## src/rtl/fifo_gearbox_40to32.sv

```systemverilog
// fifo_gearbox_40to32: pops 40-bit words from a non-FWFT FIFO read port
// and repacks the LSB-first bitstream into a 32-bit valid/ready stream.
module fifo_gearbox_40to32 #(
    parameter int READ_LATENCY = 1
) (
    input  logic        CLK,
    input  logic        RESET,
    input  logic        FIFO_EMPTY,
    output logic        FIFO_RE,
    input  logic [39:0] FIFO_Q,
    input  logic        FLUSH,
    output logic [31:0] OUT_DATA,
    output logic        OUT_VALID,
    input  logic        OUT_READY,
    output logic        OUT_LAST,
    output logic        FLUSH_DONE
);

    localparam logic [1:0] RUN   = 2'd0;
    localparam logic [1:0] DRAIN = 2'd1;
    localparam logic [1:0] PAD   = 2'd2;
    localparam logic [1:0] DONE  = 2'd3;

    logic [1:0]              state;
    logic [1:0]              state_d;
    logic [119:0]            acc;
    logic [119:0]            acc_d;
    logic [6:0]              fill;
    logic [6:0]              fill_post;
    logic [6:0]              fill_d;
    logic [1:0]              inflight;
    logic [1:0]              inflight_d;
    logic [READ_LATENCY-1:0] rd_pipe;
    logic                    arrive;
    logic                    out_hs;
    logic [7:0]              need;

    // A FIFO word is on FIFO_Q when the matching read reaches the pipe end.
    assign arrive = rd_pipe[READ_LATENCY-1];

    assign OUT_VALID  = (fill >= 7'd32) || (state == PAD);
    assign OUT_DATA   = acc[31:0];
    assign FLUSH_DONE = (state == DONE);
    assign OUT_LAST   = (state == PAD) ||
                        ((state == DRAIN) && (inflight == 2'd0) &&
                         (fill == 7'd32));

    assign out_hs = OUT_VALID && OUT_READY;

    // Fill level after this cycle's output handshake, before any arrival.
    assign fill_post = !out_hs        ? fill :
                       (state == PAD) ? 7'd0 :
                                        fill - 7'd32;

    // Room needed if one more read is issued on top of those in flight.
    assign need = {1'b0, fill_post} +
                  8'd40 * ({6'd0, inflight} + 8'd1);

    assign FIFO_RE = !RESET && (state == RUN) && !FIFO_EMPTY &&
                     (need <= 8'd120);

    assign inflight_d = inflight + {1'b0, FIFO_RE} - {1'b0, arrive};

    // Datapath: drop the emitted word, then append any arriving word at fill.
    always_comb begin
        acc_d  = acc;
        fill_d = fill_post;
        if (out_hs) begin
            if (state == PAD) begin
                acc_d = '0;
            end else begin
                acc_d = acc >> 32;
            end
        end
        if (arrive) begin
            acc_d  = acc_d | ({80'd0, FIFO_Q} << fill_post);
            fill_d = fill_post + 7'd40;
        end
    end

    // Flush control; DRAIN looks at next-cycle levels so DONE follows promptly.
    always_comb begin
        state_d = state;
        case (state)
            RUN: begin
                if (FLUSH) begin
                    state_d = DRAIN;
                end
            end
            DRAIN: begin
                if ((inflight_d == 2'd0) && (fill_d < 7'd32)) begin
                    state_d = (fill_d == 7'd0) ? DONE : PAD;
                end
            end
            PAD: begin
                if (out_hs) begin
                    state_d = DONE;
                end
            end
            default: begin
                state_d = RUN;
            end
        endcase
    end

    // State, buffer and read-tracking registers with synchronous reset.
    always_ff @(posedge CLK) begin
        if (RESET) begin
            state    <= RUN;
            acc      <= '0;
            fill     <= 7'd0;
            inflight <= 2'd0;
            rd_pipe  <= '0;
        end else begin
            state    <= state_d;
            acc      <= acc_d;
            fill     <= fill_d;
            inflight <= inflight_d;
            rd_pipe[0] <= FIFO_RE;
            for (int i = 1; i < READ_LATENCY; i++) begin
                rd_pipe[i] <= rd_pipe[i-1];
            end
        end
    end

endmodule

```

## config.mk

```make
export PLATFORM = sky130hd
export DESIGN_NAME = fifo_gearbox_40to32
export DESIGN_NICKNAME = d
export VERILOG_FILES = /design/src/rtl/fifo_gearbox_40to32.sv
export SDC_FILE = /design/constraint.sdc
export NUM_CORES = 1
export LEC_CHECK = 0
export ABC_AREA = 0
export CORE_MARGIN = 5
export CORE_UTILIZATION = 60
export CTS_CLUSTER_DIAMETER = 60
export DETAILED_ROUTE_END_ITERATION = 7
export PLACE_DENSITY = 0.81
export SLEW_MARGIN = 20
export SYNTH_ARGS = -nofsm -noshare
export SYNTH_HDL_FRONTEND = slang
export SYNTH_SLANG_ARGS = --single-unit
```

## constraint.sdc

```tcl
create_clock -name CLK -period 4.83 [get_ports CLK]
set_input_delay 0.966 -clock CLK [delete_from_list [all_inputs] [get_ports CLK]]
set_output_delay 0.966 -clock CLK [all_outputs]
set_load 0.02 [all_outputs]
```

# Word-level counts from Yosys, hierarchy flattened
# Index checks and enable logic that the tools add are counted.
[totals]
reg_bits = 132
input_bits = 45
out_inout_bits = 36
[classes]
n_addsub = 6
multipliers = 1
n_lt_le_gt_ge = 3
eq_ne = 7
shift = 1
mux = 11
n_bitwise = 1
reduce_logical = 16
[op_table]
columns = ["cell", "count"]
rows = [
  ["$mux W120", 2],
  ["$or A120 B120 Y120", 1],
  ["$shl A40 B7 Y120", 1],
  ["$mux W88", 1],
  ["$mux W7", 3],
  ["$add A7 B8 Y8", 1],
  ["$le A8 B7 Y1 const B", 1],
  ["$add A7 B6 Y7 const B", 1],
  ["$eq A7 B6 Y1 const B", 1],
  ["$ge A7 B6 Y1 const B", 1],
  ["$logic_and A1 B1 Y1", 7],
  ["$logic_not A7 Y1", 1],
  ["$lt A7 B6 Y1 const B", 1],
  ["$sub A7 B6 Y7 const B", 1],
  ["$logic_not A2 Y1", 3],
  ["$mux W2", 3],
  ["$pmux W2 S3", 1],
  ["$mul A3 B3 Y5 const A", 1],
  ["$eq A2 B2 Y1 const B", 2],
  ["$ne A2 B2 Y1 const B", 2],
  ["$add A2 B1 Y3 const B", 1],
  ["$reduce_and A3 Y1", 1],
  ["$add A2 B1 Y2", 1],
  ["$eq A2 B1 Y1 const B", 1],
  ["other kinds (5)", 7],
]

# Depth between registers and ports, before layout
[depth]
ltp_word = 13
depth_mapped = 23
ltp_nobuf = 20

# Worst setup path after synthesis
# Ideal clock, no wire load.
[synth_timing]
path_type = "input to register"
start = "in OUT_READY"
end = "reg state[0]"
arrival_ps = 4797
required_time_ps = 4760
path_slack_ps = -37
path_stages = 21
n_path_buf = 4
cell_sequence = "buf_6 > buf_6 > a21bo_2 > buf_2 > inv_1 > clkbuf_1 > ha_1 > ha_1 > a21o_1 > a21o_1 > a21oi_1 > xnor2_1 > or4_1 > a41oi_1 > ha_1 > xnor2_1 > xnor2_1 > nor3_1 > o21ai_1 > a221o_1 > a21oi_1"
[synth_between]
elab_chain_len = 11
[synth_lines]
columns = ["element", "line", "rtl"]
rows = [
  ["start, declared", "14", "input logic OUT_READY,"],
  ["$logic_and A1 B1 Y1", "48", "assign out_hs = OUT_VALID && OUT_READY;"],
  ["$mux W7", "51", "assign fill_post = !out_hs ? fill :"],
  ["$add A7 B8 Y8", "56", "assign need = {1'b0, fill_post} +"],
  ["$le A8 B7 Y1", "60", "(need <= 8'd120);"],
  ["$logic_and A1 B1 Y1", "59", "assign FIFO_RE = !RESET && (state == RUN) && !FIFO_EMPTY &&"],
  ["net FIFO_RE", "9", "output logic FIFO_RE,"],
  ["$add A2 B1 Y2", "62", "assign inflight_d = inflight + {1'b0, FIFO_RE} - {1'b0, arrive};"],
  ["$sub A2 B1 Y2", "62", ""],
  ["$logic_not A2 Y1", "91", "if ((inflight_d == 2'd0) && (fill_d < 7'd32)) begin"],
  ["$logic_and A1 B1 Y1", "91", ""],
  ["$ne A2 B1 Y1 (no line)", "n/a", ""],
  ["$reduce_and A3 Y1 (no line)", "n/a", ""],
  ["end signal, assigned", "115", "state <= state_d;"],
  ["end, declared", "24", "logic [1:0] state;"],
]
# The timed path passes the listed nets, and every way through them passes these cells. The select of a mux whose other input is x is not followed.
# A chain may end at the register's enable or synchronous reset.

# Final worst setup path
[layout_timing]
start = "in OUT_READY"
end = "out FIFO_RE"
[layout_between]
elab_chain_len = 5
[layout_lines]
columns = ["element", "line"]
rows = [
  ["$logic_and A1 B1 Y1", "48"],
  ["$mux W7", "51"],
  ["$add A7 B8 Y8", "56"],
  ["$le A8 B7 Y1", "60"],
  ["$logic_and A1 B1 Y1", "59"],
  ["end, declared", "9"],
]
# Every way passes these cells.

==> results.ini <==
[synth]
synth_largest_area_cell=sky130_fd_sc_hd__dfxtp_1
async_set_reset_flop_share_out_of_synthesis_pct=0
synthAdderAreaFrac_pct=1.73
synth_register_bits=132
syn-num-nets=1497
synthTopCellsByCount=sky130_fd_sc_hd__nand2_1, sky130_fd_sc_hd__dfxtp_1, sky130_fd_sc_hd__a21oi_1
synth_mux_area_share_pct=7.12
synthSimpleGateAreaFrac_pct=20.5
synth_compound_area_share_pct=36.5
post_synth.cell_area_avg_um2=7.55
synth_cell_types=89
synth_top_family_by_area=compound AO/OA/AOI/OAI gates
synth.area.top_cells=sky130_fd_sc_hd__dfxtp_1, sky130_fd_sc_hd__a21oi_1, sky130_fd_sc_hd__nand2_1, sky130_fd_sc_hd__and3_1, sky130_fd_sc_hd__mux2i_1
synth_edf_count=0
synth_xor_area_share_pct=0.727
synth.yosys.warnings=0
share_of_the_synthesized_area_in_the_top_cell_type_pct=24.4
synth.most_common_cell=sky130_fd_sc_hd__nand2_1
seq_area_frac_synth_pct=24.4
mapped_cells=1437
syn_area_um2=10800
synth_ff_type=sky130_fd_sc_hd__dfxtp_1

[finish]
n_fill_cell=1572
antennaDiodeCount=0
final_net_count=1486
final_layout_size_suffix_gt1_share_pct=10.6
area_growth_pct=11.3

[sta]
worst_hold_slack_ns=0.444
number_of_hold_violations_in_the_final_report=0
final-max-slew-violation-count=0
clock_skew_ns=0.00647
setup_violations=0
final_min_period_over_clock_period_pct=96.8
postLayoutSetupSlackWorst_ns=0.154
clock.fmax_ghz=0.214
slew_headroom_pct=26.0
min_period_ns=4.68
worstMarginPinSlew_ns=1.11

[run_status]
run_status=complete, but fails checks
failed_checks=design-rule violations

[worst_setup_path]
critical_path_peak_fanout=9
worst-setup-path-type=input port to output port
setup.worst_path.end_class=output port
worstSetupStartpointType=input port
required_time_of_the_worst_setup_path_ns=3.86
cp_data_arrival_time_ns=3.71

[place]
dpl.hpwl_um=29100
finalWeightedCongestion=1.05
pre_cts_slack_ns=-0.382
port_buffers=80

[clock_tree]
worst_setup_hold_path_clk_slew_ns=0.06
cts.hold.buffers_added=0
tritoncts=done
clk-insertion-delay-late_ns=0.43
cts.htree.levels=4
postCtsSetupBuffers=0
clock_tree.root_cell=sky130_fd_sc_hd__clkbuf_16
post_cts_resize_count=5
cts-buffers-inserted=17
cts.sink_count=132
clock_buffer_depth=2

[floorplanning]
starting_density_pct=60.6
floorplan.die.width_um=144
top_level_ports=81
chipHeight_um=144
dieArea_um2=20900
coreArea_um2=17900
placement_rows=49

[global_route]
wire_length_of_the_first_global_routing_pass_um=64400
grt_usage_pct=39.5
first_global_vias=11100
grt_antenna_before_repair=0
global_routing_s_busiest_layer=met2
grt_remaining_overflow=0
met1_usage_in_global_routing_pct=51.8
pin_count_of_the_biggest_net_entering_global_routing=103
grt_util_met3_pct=10.4
met2_usage_pct=60.2

[routing]
routedWlPerCell_um=25.2
num_vias=12200
route.detailed.vias_per_inst=7.31
drt-total-wl_um=42000
detailedRoute.firstIterationViolations=1949
remaining_design_rule_violation_count=8
drt.antenna.violating_nets=0
drt-pass1-iter-count=8

[hold_path]
worstHoldPathType=flip-flop to flip-flop

[power]
powerDensity_nw_per_um2=475
power.ir.vdd_worst_v=0.000804
leakage_nw=4.45

[job]
drv_cap=0

-- routing by layer --
layer | share of wire (%) | routed length (um)
met5 | 0 | 0
met4 | 5.5 | 2320
met3 | 13 | 5470
met2 | 44 | 18400
met1 | 38 | 15800
-- worst max-delay path, cell delays in order --
cell and delay (ns):
sky130_fd_sc_hd__clkdlybuf4s50_1 0.53, sky130_fd_sc_hd__buf_6 0.17, sky130_fd_sc_hd__a21bo_2 0.14, sky130_fd_sc_hd__inv_1 0.05
sky130_fd_sc_hd__ha_1 0.20, sky130_fd_sc_hd__ha_1 0.22, sky130_fd_sc_hd__a21o_1 0.17, sky130_fd_sc_hd__a21o_1 0.18
sky130_fd_sc_hd__a21oi_1 0.19, sky130_fd_sc_hd__xnor2_1 0.08, sky130_fd_sc_hd__or4_1 0.44, sky130_fd_sc_hd__a41oi_2 0.20
sky130_fd_sc_hd__buf_4 0.17
-- final cells by class --
type | count | area (um^2) | area share, %
repair buffers | 134 | 1230 | 10.2
clock inverters | 14 | 109 | 0.902
well taps | 229 | 287 | 2.37
clock buffers | 18 | 429 | 3.56
inverters | 28 | 105 | 0.871
multi-input cells | 1113 | 7260 | 60.2
flip-flops and latches | 132 | 2650 | 21.9
-- metrics by stage --
| step | setup TNS [ns] | utilization [%] | total power, mW | std cells | cell area (um^2) |
|---|---|---|---|---|---|
| floorplan | 0 | - | 3.44 | 1437 | 10900 |
| global placement | -0.548 | 64.4 | 4.39 | 1636 | 11500 |
| detailed placement | -0.973 | 64.4 | 4.42 | 1636 | 11500 |
| CTS | 0 | 67.4 | 5.62 | 1668 | 12100 |
| global route | -0.000542 | 67.4 | 5.99 | 1668 | 12100 |
| finish | 0 | 67.4 | 5.74 | 1668 | 12100 |
-- power by group --
| part | switching (mW) | internal, mW | total (mW) |
|---|---|---|---|
| clock | 0.547 | 0.660 | 1.21 |
| combinational | 2.09 | 1.07 | 3.15 |
| sequential | 0.111 | 1.27 | 1.38 |
-- final timing paths --
kind	slack [ns]	to	cells after the start	startpoint
setup / recovery	0.15	FIFO_RE	13	OUT_READY
hold / removal	0.44	acc[119]$_SDFF_PP0_	2	acc[119]$_SDFF_PP0_
setup reg to reg	0.57	state[1]$_SDFFE_PP0P_	22	fill[5]$_SDFF_PP0_
hold reg to reg	0.44	acc[119]$_SDFF_PP0_	2	acc[119]$_SDFF_PP0_
-- cell usage in the layout, fill, tap and decap left out, drive strengths merged, types with 18 or more instances in the layout --
| cell type | n |
|---|---|
| a221o | 18 |
| nand2 | 148 |
| nand3 | 57 |
| buf | 56 |
| a22oi | 19 |
| o211ai | 24 |
| o22ai | 46 |
| a21o | 20 |
| and3 | 68 |
| mux2i | 40 |
| clkdlybuf4s50 | 78 |
| nor3 | 24 |
| o221ai | 33 |
| a31oi | 23 |
| a21oi | 132 |
| a221oi | 42 |
| inv | 29 |
| nor2 | 107 |
| clkbuf | 18 |
| o21ai | 73 |
| dfxtp | 132 |
-- state kept, by name, summed over array words and instances, names as in the netlist --
register  count
inflight      2
arrive        1
fill          7
acc         120
state         2
-- logic make-up after synthesis --
kind of cell | count (synthesis)
AND/OR/NAND/NOR | 465
AO/OA/AOI/OAI | 559
XOR/XNOR | 9
adder cells (fa/ha/maj) | 15
buffers and inverters | 192
multiplexers | 65
flip-flops | 132
No activity file was read; power rests on OpenSTA's default activity.
